`src/rtl/corevx_mem_pkg.sv`:
```
// Shared memory-stage definitions: load/store type codes, store completion
// status encodings and the store-unit state type.
package corevx_mem_pkg;

    localparam int XLEN = 32;

    typedef enum logic [2:0] {
        LOAD_BYTE   = 3'b000,
        LOAD_HALF   = 3'b001,
        LOAD_WORD   = 3'b010,
        LOAD_BYTE_U = 3'b100,
        LOAD_HALF_U = 3'b101
    } load_type_e;

    localparam logic [2:0] STORE_BYTE = 3'b000;
    localparam logic [2:0] STORE_HALF = 3'b001;
    localparam logic [2:0] STORE_WORD = 3'b010;

    typedef enum logic [1:0] {
        ST_OK           = 2'd0,
        ST_MISALIGNED   = 2'd1,
        ST_UNKNOWN_TYPE = 2'd2,
        ST_BUS_ERROR    = 2'd3
    } done_status_e;

    typedef enum logic [1:0] {
        SU_IDLE,
        SU_ISSUE,
        SU_WAIT_RESP,
        SU_RESPOND
    } su_state_e;

    // Expand a 4-bit byte strobe into a 32-bit lane mask.
    function automatic logic [XLEN-1:0] strb_to_mask(input logic [3:0] strb);
        logic [XLEN-1:0] mask;
        for (int b = 0; b < 4; b++) begin
            mask[b*8 +: 8] = {8{strb[b]}};
        end
        return mask;
    endfunction

endpackage

```
`src/rtl/corevx_storegen.sv`:
```
// Combinational store lane generator: places store data on the byte lanes
// selected by the low address bits and flags misaligned or unknown types.
module corevx_storegen
    import corevx_mem_pkg::*;
(
    input  logic [1:0]      off_i,
    input  logic [2:0]      type_i,
    input  logic [XLEN-1:0] data_i,
    output logic [XLEN-1:0] wdata_o,
    output logic [3:0]      wstrb_o,
    output logic            misaligned_o,
    output logic            unknown_type_o
);

    logic [XLEN-1:0] shifted;

    always_comb begin
        wstrb_o        = 4'b0000;
        misaligned_o   = 1'b0;
        unknown_type_o = 1'b0;
        case (type_i)
            STORE_BYTE: begin
                wstrb_o = 4'b0001 << off_i;
            end
            STORE_HALF: begin
                wstrb_o      = 4'b0011 << off_i;
                misaligned_o = off_i[0];
            end
            STORE_WORD: begin
                wstrb_o      = 4'b1111;
                misaligned_o = (off_i != 2'b00);
            end
            default: begin
                unknown_type_o = 1'b1;
            end
        endcase
    end

    assign shifted = data_i << {off_i, 3'b000};
    assign wdata_o = shifted & strb_to_mask(wstrb_o);

endmodule

```
`src/rtl/corevx_storeunit.sv`:
```
// Store unit: accepts one store at a time, issues a word-aligned strobed bus
// write and returns a single completion pulse with status and address.
module corevx_storeunit
    import corevx_mem_pkg::*;
(
    input  logic        clk,
    input  logic        rst,
    input  logic        req_valid,
    output logic        req_ready,
    input  logic [31:0] req_addr,
    input  logic [31:0] req_data,
    input  logic [2:0]  req_type,
    output logic        mem_valid,
    input  logic        mem_ready,
    output logic [31:0] mem_addr,
    output logic [31:0] mem_wdata,
    output logic [3:0]  mem_wstrb,
    input  logic        mem_resp_valid,
    input  logic        mem_resp_error,
    output logic        done_valid,
    output logic [1:0]  done_status,
    output logic [31:0] done_addr
);

    su_state_e    state_q,  state_d;
    logic [31:0]  addr_q,   addr_d;
    logic [31:0]  wdata_q,  wdata_d;
    logic [3:0]   wstrb_q,  wstrb_d;
    done_status_e status_q, status_d;

    logic [31:0]  gen_wdata;
    logic [3:0]   gen_wstrb;
    logic         gen_misaligned;
    logic         gen_unknown;

    corevx_storegen u_storegen (
        .off_i          (req_addr[1:0]),
        .type_i         (req_type),
        .data_i         (req_data),
        .wdata_o        (gen_wdata),
        .wstrb_o        (gen_wstrb),
        .misaligned_o   (gen_misaligned),
        .unknown_type_o (gen_unknown)
    );

    always_comb begin
        state_d  = state_q;
        addr_d   = addr_q;
        wdata_d  = wdata_q;
        wstrb_d  = wstrb_q;
        status_d = status_q;
        case (state_q)
            SU_IDLE: begin
                if (req_valid) begin
                    addr_d = req_addr;
                    // Faulting stores never reach the bus, so keep its lanes quiet.
                    if (gen_unknown) begin
                        wdata_d  = '0;
                        wstrb_d  = '0;
                        status_d = ST_UNKNOWN_TYPE;
                        state_d  = SU_RESPOND;
                    end else if (gen_misaligned) begin
                        wdata_d  = '0;
                        wstrb_d  = '0;
                        status_d = ST_MISALIGNED;
                        state_d  = SU_RESPOND;
                    end else begin
                        wdata_d  = gen_wdata;
                        wstrb_d  = gen_wstrb;
                        status_d = ST_OK;
                        state_d  = SU_ISSUE;
                    end
                end
            end
            SU_ISSUE: begin
                if (mem_ready) begin
                    state_d = SU_WAIT_RESP;
                end
            end
            SU_WAIT_RESP: begin
                if (mem_resp_valid) begin
                    status_d = mem_resp_error ? ST_BUS_ERROR : ST_OK;
                    state_d  = SU_RESPOND;
                end
            end
            SU_RESPOND: begin
                state_d = SU_IDLE;
            end
            default: begin
                state_d = SU_IDLE;
            end
        endcase
    end

    always_ff @(posedge clk) begin
        if (rst) begin
            state_q  <= SU_IDLE;
            addr_q   <= '0;
            wdata_q  <= '0;
            wstrb_q  <= '0;
            status_q <= ST_OK;
        end else begin
            state_q  <= state_d;
            addr_q   <= addr_d;
            wdata_q  <= wdata_d;
            wstrb_q  <= wstrb_d;
            status_q <= status_d;
        end
    end

    assign req_ready   = (state_q == SU_IDLE);
    assign mem_valid   = (state_q == SU_ISSUE);
    assign done_valid  = (state_q == SU_RESPOND);
    assign mem_addr    = {addr_q[31:2], 2'b00};
    assign mem_wdata   = wdata_q;
    assign mem_wstrb   = wstrb_q;
    assign done_status = status_q;
    assign done_addr   = addr_q;

endmodule
```
`config.mk`:
```
export PLATFORM = sky130hd
export DESIGN_NAME = corevx_storeunit
export DESIGN_NICKNAME = d
export VERILOG_FILES = /design/src/rtl/corevx_mem_pkg.sv /design/src/rtl/corevx_storegen.sv /design/src/rtl/corevx_storeunit.sv
export SDC_FILE = /design/constraint.sdc
export NUM_CORES = 1
export LEC_CHECK = 0
export BUFFER_PORTS_ARGS = -buffer_cell sky130_fd_sc_hd__buf_4
export CAP_MARGIN = 20
export CORE_UTILIZATION = 50
export DETAILED_ROUTE_END_ITERATION = 8
export GPL_ROUTABILITY_DRIVEN = 0
export PLACE_DENSITY = 0.95
export SLEW_MARGIN = 20
export SYNTH_ARGS = -nofsm -noshare
export SYNTH_HDL_FRONTEND = slang
export SYNTH_HIERARCHICAL = 1
export SYNTH_SLANG_ARGS = --single-unit
```
`constraint.sdc`:
```
create_clock -name clk -period 5.3 [get_ports clk]
set_input_delay 1.06 -clock clk [delete_from_list [all_inputs] [get_ports clk]]
set_output_delay 1.06 -clock clk [all_outputs]
set_load 0.05 [all_outputs]
```
## Word level (Yosys, flattened, before mapping)

Cells that the tools add are included.

| storage, ports and cells | value |
|---|---|
| latch bits | 0 |
| logic and storage cells | 43 |
| output and inout bits | 105 |
| input port bits | 73 |
| bits in read-only memories | 0 |
| bits in writable memories | 0 |
| register bits after elaboration | 72 |
| memories | 0 |

| cells by class | value |
|---|---|
| $lt $le $gt $ge | 0 |
| multiply operators | 0 |
| shift operators | 3 |
| reduce and logical (&&, ||, !) cells | 8 |
| divide/modulo/power cells | 0 |
| add/subtract/negate cells | 0 |
| mux-type cells | 18 |
| bitwise gates (word level) | 1 |
| equality and inequality tests | 8 |

Operator list:

| cell | count |
|---|---|
| 32-bit two-way mux | 2 |
| 32-bit AND | 1 |
| 32-bit by 5-bit << shifter with 32-bit output | 1 |
| 2-bit two-way mux | 9 |
| 4-bit one-hot mux with 3 select lines | 1 |
| 4-bit two-way mux | 2 |
| 2-bit one-hot mux with 4 select lines | 1 |
| 3-bit AND reduction | 2 |
| 2-bit equality test (second input constant) | 2 |
| 2-bit != test (second input constant) | 2 |
| 2-bit one-hot mux with 2 select lines | 1 |
| 2-bit nonzero test | 2 |
| 1-bit by 2-bit << shifter with 4-bit output (first input constant) | 1 |
| 2-bit by 2-bit << shifter with 4-bit output (first input constant) | 1 |
| 3-bit by 1-bit equality test with 1-bit output (second input constant) | 1 |
| 3-bit by 2-bit equality test with 1-bit output (second input constant) | 1 |
| 3-bit zero test | 1 |
| 3-bit OR reduction | 1 |
| 2-bit by 1-bit equality test with 1-bit output (second input constant) | 1 |
| 2-bit zero test | 1 |
| 2-bit by 1-bit != test with 1-bit output (second input constant) | 1 |
| 1-bit one-hot mux with 2 select lines | 1 |
| 2-bit AND reduction | 1 |
| 1-bit two-way mux | 1 |

## Longest topological paths before layout

Gate-level depths: netlist of run 1.

| depth | value |
|---|---|
| word-level depth | 6 |
| depth in mapped cells | 10 |
| gate-level depth less buffers | 6 |

## Cells and area by module

Netlist of run 1, hierarchy kept.

By module, submodules not included:

| module | cells an instance | seq. area each (um^2) | times used | area an instance (um^2) |
|---|---|---|---|---|
| corevx_storeunit | 327 | 1441.4 | 1 | 2929.1 |
| corevx_storegen | 112 | 0.0 | 1 | 775.7 |

## Least setup slack after synthesis of run 1

OpenSTA, ideal clock, no wires.

| timing path | value |
|---|---|
| path kind | input-to-reg |
| start point | input port req_addr[0] |
| end point | register wdata_q[21], in the netlist mem_wdata[21] |
| setup time | 0.066 ns |
| path buffers | 4 |
| stages | 10 |
| setup slack | 2.709 ns |
| required time | 5.234 ns |
| arrival | 2.525 ns |
| cells stage by stage | buf_2 buf_4 nor2_1 o21ai_0 nor2b_1 and4bb_1 buf_6 buf_6 a22oi_1 nor2_1 |

| between the ends | value |
|---|---|
| elaborated cells on any way between the ends | 9 |
| those cells by class | shift: 3; mux: 4; bitwise: 1; reduce/logical: 1 |

RTL lines:

| element | line | text |
|---|---|---|
| start: declaration | corevx_storeunit.sv:10 | `input logic [31:0] req_addr,` |
| 2-bit nonzero test | corevx_storegen.sv:31 | `misaligned_o = (off_i != 2'b00);` |
| 1-bit one-hot mux with 2 select lines * | corevx_storegen.sv:21 | `case (type_i)` |
| named net gen_misaligned | corevx_storeunit.sv:33 | `logic gen_misaligned;` |
| 32-bit two-way mux * | corevx_storeunit.sv:62 | `end else if (gen_misaligned) begin` |
| 32-bit two-way mux * | corevx_storeunit.sv:57 | `if (gen_unknown) begin` |
| end signal: assignment | corevx_storeunit.sv:105 | `wdata_q <= wdata_d;` |
| end: declaration | corevx_storeunit.sv:27 | `logic [31:0] wdata_q, wdata_d;` |

The timed path passes the listed nets; every way through them passes the cells marked *.
A chain may end at the register's enable or synchronous reset.

## Final worst setup path of run 1

| timing path | value |
|---|---|
| start point | input port req_addr[0] |
| end point | register wdata_q[19], in the netlist mem_wdata[19] |

Same word-level chain as after synthesis.

==> results of run 1 <==
path summary, 6_finish.rpt:
| path | end |
|---|---|
| min reg2reg | done_addr[1] |
| max reg2reg | done_addr[30] |
| min | done_addr[1] |
| max | mem_wdata[19] |
sequential cells by signal, summed over array words and instances, names as in the netlist:
| register | flops |
|---|---|
| mem_wdata | 32 |
| mem_wstrb | 4 |
| done_status | 2 |
| done_addr | 32 |
| state_q | 2 |
per-stage QoR:
stage | cells | cell area (um^2) | total power [uW] | util | hold WS [ps]
floorplan | 440 | 3710 | 1370 | - | 500
finish | 664 | 4930 | 2010 | 0.683 | 459
global route | 664 | 4930 | 2110 | 0.683 | 481
global placement | 650 | 4720 | 1540 | 0.654 | 444
CTS | 664 | 4920 | 2030 | 0.683 | 461
detailed placement | 650 | 4720 | 1570 | 0.654 | 451
tightest hold or removal path: cells and delay by family, from the launching register on:
family / cells / cell delay (ps)
AOI/OAI and AO/OA: 1 / 50
DFF: 1 / 310
and+or+nand+nor: 1 / 50
layout make-up:
class	instances	share of cell area
multi-input combinational	297	0.367
sequential	72	0.293
timing repair buffer	177	0.270
clock buffer	9	0.0251
tap	99	0.0251
clock inverter	5	0.0170
inverter	5	0.00381
layout by cell type (no fill, tap or decap), types with 2 or more instances in the layout:
cell / instances
buf_4: 177
nand2_1: 72
dfxtp_1: 72
nor2_1: 49
a21oi_1: 36
a22oi_1: 25
mux2i_1: 18
a211oi_1: 17
a22oi_2: 11
nor2b_1: 10
clkbuf_8: 9
a21oi_2: 8
and3_1: 8
ha_1: 6
nand2b_1: 5
or2_0: 4
or2_1: 4
inv_1: 3
a311oi_1: 2
conb_1: 2
clkinvlp_4: 2
bufinv_16: 2
inv_2: 2
or3_1: 2
o21a_1: 2
power by group through the flow:
| stage | clock network, uW | registers, uW | logic (uW) |
|---|---|---|---|
| CTS | 472 | 649 | 907 |
| global route | 494 | 656 | 959 |
| finish | 459 | 648 | 906 |
| global placement | 0 | 656 | 887 |
| floorplan | 0 | 838 | 536 |
| detailed placement | 0 | 661 | 907 |
layer usage:
layer  part of all wire  vias to the layer above
li1                   -                     1709
met1               0.38                     1645
met2               0.51                      207
met3              0.080                       32
met4              0.037                        0
met5                  0                        -
cells by family after synthesis:
group | after synthesis
buf+inv | 71
simple gates | 164
mux | 19
compound gates | 106
other cells | 1
flops | 72
fa+ha+maj | 6
==> impl_metrics.py, run 1 <==
metrics = {
    "power_and_ir_drop": {
        "p_leak_uw": 0.00221,
        "power_switching_uw": 885,
        "p_int_uw": 1130,
        "p_sw_frac": 0.440,
        "pwr-share-seq": 0.322,
        "combPwrFrac": 0.450,
        "p_per_area_nw_per_um2": 409,
        "ir_worst_vdd_v": 0.000179,
        "clkPwrFrac": 0.228,
    },
    "route": {
        "antenna_left": 0,
        "via_per_inst": 5.41,
        "drc": 0,
        "dr.pass1.iters": 5,
        "avgRoutedWirePerCell_um": 15.3,
        "drt_iter0_markers": 157,
        "num_vias": 3593,
        "routed_wl_um": 10100,
    },
    "synth": {
        "yosys-top-cells-area": "dfxtp_1 39%, nand2_1 7.4%, buf_4 7.3%, a22oi_1 5.1%, nor2_1 5.0%",
        "syn_inst": 439,
        "synthAdderAreaFrac": 0.0203,
        "netlist_area_um2": 3700,
        "synth_seq_area_share": 0.389,
        "synthSimpleGateAreaFrac": 0.198,
        "synth_common_cells": "73 x nand2_1, 72 x dfxtp_1, 49 x nor2_1",
        "synthMuxAreaShare": 0.0517,
        "synth_warnings": 6,
        "synth_top_area_cell": "dfxtp_1",
        "synth_flop_cell": "dfxtp_1",
        "synth_top_family_by_area": "compound AO/OA/AOI/OAI gates",
        "synth_top_area_share": 0.389,
        "synth_most_common_cell": "nand2_1",
        "synth_seq_cells": 72,
        "synthDistinctLibCells": 42,
        "synth_compound_area_frac": 0.215,
        "async_flop_share": 0,
        "syn_area_per_cell_um2": 8.44,
        "synth_edf_count": 0,
        "synth_xor_area_frac": 0,
    },
    "clock_network": {
        "clock_latency_ps": 340,
        "numCtsBuffers": 9,
        "clockBufferDepth": 2,
        "cts.sinks": 72,
        "holdBufCountCts": 0,
        "cts_tree": "done",
        "ctsResizeCount": 0,
        "root_buffer": "clkbuf_8",
        "post-cts-setup-buffers": 0,
        "clk_pin_slew_ps": 80,
        "htree_num_levels": 3,
    },
    "critical_path": {
        "worstPathArrival_ps": 2980,
        "critPathBufInv": 2,
        "cp_slowest_cell": "nor2_1",
        "critPathMaxStageDelay_ps": 450,
        "rr_worst_depth": 6,
        "end_kind": "flop",
        "crit_path_max_fanout": 41,
        "r2r_slack_ps": 3250,
        "crit_required_ps": 5580,
        "crit_start": "req_addr[0]",
        "cp.depth": 8,
        "startpoint_type": "primary input",
        "crit_chain": "buf_4 > nor2_1 > o21ai_0 > nor2b_1 > and4bb_1 > buf_4 > a22oi_1 > nor2_1",
        "path_delay_family": "simple AND/OR/NAND/NOR gates",
        "crit_type": "in2reg",
        "r2r_start": "state_q[0]",
    },
    "sta": {
        "slew_violations": 0,
        "post-route-min-period_ps": 2710,
        "tns_ps": 0,
        "fin_skew_ps": 6.97,
        "hold_violations": 0,
        "max_slew_margin": 0.446,
        "fmax_mhz": 369,
        "postLayoutSetupSlackWorst_ps": 2590,
        "rsz0062_at_grt": "no",
        "worstMarginPinSlew_ps": 829,
        "finalCritPeriodShare": 0.511,
        "setup_viol": 0,
    },
    "job": {
        "maxCapViolCount": 0,
    },
    "min_path": {
        "holdPathStages": 2,
        "min_from": "done_addr[1]",
        "hold_path.class": "reg2reg",
    },
    "global_route": {
        "grt-busiest-layer": "met2",
        "grt_pass1_vias": 3257,
        "gr-usage-met2": 0.454,
        "met1_usage": 0.298,
        "antenna_found_initial": 0,
        "grt_overflow_total": 0,
        "track_usage": 0.259,
        "grt_pass1_wl_um": 15300,
        "grt_max_degree": 74,
        "met3_usage": 0.0424,
    },
    "placement": {
        "dp_hpwl_um": 7500,
        "portBuffers": 175,
        "pre_cts_ws_ps": 2260,
    },
    "floorplan": {
        "core_um2": 7210,
        "die_area_um2": 7760,
        "fp.dieW_um": 88.1,
        "fp-row-count": 31,
        "initial_core_util": 0.514,
        "ios": 178,
        "die_h_um": 88.1,
    },
    "cells_and_area": {
        "drive_above_1_share": 0.388,
        "multi_input_area_um2": 1810,
        "final-seq-area_um2": 1440,
        "diodes": 0,
        "nFillCells": 560,
        "area_delta_synth_final_pct": 33.0,
        "final_nets": 641,
    },
    "run_status": {
        "status": "complete, no violations",
    },
}
Power figures use the tool's default switching activity.
==> run 2: changes to the inputs <==
--- a/config.mk
+++ b/config.mk
@@ -7,10 +7,10 @@
 export LEC_CHECK = 0
 export BUFFER_PORTS_ARGS = -buffer_cell sky130_fd_sc_hd__buf_4
 export CAP_MARGIN = 20
-export CORE_UTILIZATION = 50
+export CORE_UTILIZATION = 47
 export DETAILED_ROUTE_END_ITERATION = 8
 export GPL_ROUTABILITY_DRIVEN = 0
-export PLACE_DENSITY = 0.95
+export PLACE_DENSITY = 0.91
 export SLEW_MARGIN = 20
 export SYNTH_ARGS = -nofsm -noshare
 export SYNTH_HDL_FRONTEND = slang
==> constraint.sdc (replaced) <==
create_clock -name clk -period 2.8 [get_ports clk]
set_input_delay 0.56 -clock clk [delete_from_list [all_inputs] [get_ports clk]]
set_output_delay 0.56 -clock clk [all_outputs]
set_load 0.05 [all_outputs]
==> run 2 against run 1 <==
Net effect: sequential share of layout area is 0.29 points lower; highest routed layer unchanged; cell count is 1.1% higher; critical endpoint is now mem_wdata[23]; first-iteration DRC count is 26% lower; clock skew is 6.4 ps higher; critical path depth is 1 lower; wire length is 3.7% lower; non-clock buffer count is 2 higher; core utilization is 3.5 points lower.
==> impl_metrics.py, run 2 (synthesis results as in run 1) <==
metrics = {
    "run_status": {
        "status": "complete, no violations",
    },
    "power_and_ir_drop": {
        "p_per_area_nw_per_um2": 782,
        "p_int_uw": 2200,
        "p_sw_frac": 0.436,
        "clkPwrFrac": 0.239,
        "combPwrFrac": 0.446,
        "p_leak_uw": 0.00224,
        "ir_worst_vdd_v": 0.000290,
        "power_switching_uw": 1690,
        "pwr-share-seq": 0.315,
    },
    "clock_network": {
        "clock_latency_ps": 350,
        "htree_num_levels": 3,
        "cts_tree": "done",
        "clockBufferDepth": 2,
        "holdBufCountCts": 0,
        "numCtsBuffers": 9,
        "clk_pin_slew_ps": 80,
        "post-cts-setup-buffers": 0,
        "root_buffer": "clkbuf_8",
        "ctsResizeCount": 0,
        "cts.sinks": 72,
    },
    "critical_path": {
        "end_kind": "flop",
        "critPathMaxStageDelay_ps": 620,
        "worstPathArrival_ps": 2300,
        "crit_required_ps": 2990,
        "crit_path_max_fanout": 34,
        "critPathBufInv": 2,
        "crit_type": "in2reg",
        "crit_chain": "buf_4 > buf_4 > nor2b_1 > o31ai_4 > a21oi_2 > a22oi_1 > nor2_1",
        "cp_slowest_cell": "o31ai_4",
        "crit_path_frequent_cell": "buf_4",
        "startpoint_type": "primary input",
        "path_delay_family": "compound AO/OA/AOI/OAI gates",
    },
    "sta": {
        "rsz0062_at_grt": "no",
        "slew_violations": 0,
        "fin_skew_ps": 13.4,
        "hold_violations": 0,
        "setup_viol": 0,
        "post-route-min-period_ps": 2110,
        "worstMarginPinSlew_ps": 853,
        "max_slew_margin": 0.430,
        "finalCritPeriodShare": 0.753,
        "tns_ps": 0,
        "fmax_mhz": 475,
    },
    "global_route": {
        "grt_overflow_total": 0,
        "antenna_found_initial": 0,
        "track_usage": 0.238,
        "grt_max_degree": 74,
        "grt_pass1_vias": 3280,
        "grt_pass1_wl_um": 15700,
    },
    "floorplan": {
        "die_area_um2": 8240,
        "fp.dieW_um": 90.8,
        "initial_core_util": 0.482,
        "fp-row-count": 32,
        "core_um2": 7690,
        "die_h_um": 90.8,
        "ios": 178,
    },
    "route": {
        "drt_iter0_markers": 116,
        "antenna_left": 0,
        "num_vias": 3505,
        "avgRoutedWirePerCell_um": 14.5,
        "dr.pass1.iters": 4,
        "routed_wl_um": 9760,
        "via_per_inst": 5.22,
        "drc": 0,
    },
    "cells_and_area": {
        "final_util": 0.647,
        "diodes": 0,
        "area_delta_synth_final_pct": 34.3,
        "final_nets": 643,
        "layout_commonest_cell": "buf_4",
        "final_cells": 671,
        "drive_above_1_share": 0.388,
        "layout_common_cells": "178 x buf_4, 72 x nand2_1, 72 x dfxtp_1, 49 x nor2_1, 36 x a21oi_1",
    },
    "placement": {
        "dp_hpwl_um": 7160,
        "portBuffers": 175,
        "place_inst": 655,
    },
    "min_path": {
        "hold_path.class": "in2reg",
    },
    "job": {
        "maxCapViolCount": 0,
    },
}
## run 2: area by class of cell
cell class                      instances  area, um^2
Sequential cell                        72        1440
Multi-Input combinational cell        297        1800
Timing Repair Buffer                  179        1360
Inverter                                5        18.8
Clock inverter                          5        86.3
Fill cell                             639        2710
Tap cell                              102         128
Clock buffer                           11         141
## run 2: power groups by stage
stage               Clock [uW]  Combinational [uW]  Sequential [uW]
detailed placement           0                1740             1250
global route              1000                1840             1240
CTS                        950                1740             1220
global placement             0                1710             1240
floorplan                    0                1010             1590
finish                     931                1730             1220
## run 2: through the flow
| stage | worst slack, ps | hold WS (ps) | cell area (um^2) | power [uW] |
|---|---|---|---|---|
| after floorplan | 709 | 500 | 3710 | 2600 |
| after global placement | 410 | 445 | 4750 | 2940 |
| after detailed placement | 339 | 456 | 4750 | 2990 |
| after CTS | 700 | 438 | 4980 | 3910 |
| after global routing | 530 | 448 | 4980 | 4080 |
| final | 693 | 456 | 4980 | 3890 |
## run 2: path summary, 6_finish.rpt
check | start | to | slack (ps) | depth (start not counted)
worst max-delay path | req_addr[0] | mem_wdata[23] | 690 | 7
worst min register to register | done_addr[1] | done_addr[1] | 460 | 2
worst min-delay path | req_addr[9] | done_addr[9] | 460 | 3
worst max register to register | state_q[0] | mem_wdata[29] | 930 | 6
## run 2: layer usage
| metal | part of all wire | vias to the layer above | routed length (um) | track usage |
|---|---|---|---|---|
| li1 | - | 1711 | - | - |
| met1 | 0.39 | 1613 | 3840 | 0.279 |
| met2 | 0.51 | 163 | 4960 | 0.415 |
| met3 | 0.078 | 18 | 760 | 0.0598 |
| met4 | 0.020 | 0 | 200 | 0.0926 |
| met5 | 0 | - | 0 | 0 |
## run 2: worst reg2reg max path: stages (launching register included)
cell and delay (ps):
dfxtp_1 330, inv_1 150, ha_1 260, nand2_2 360, buf_12 340, a22oi_1 230, nor2_1 60
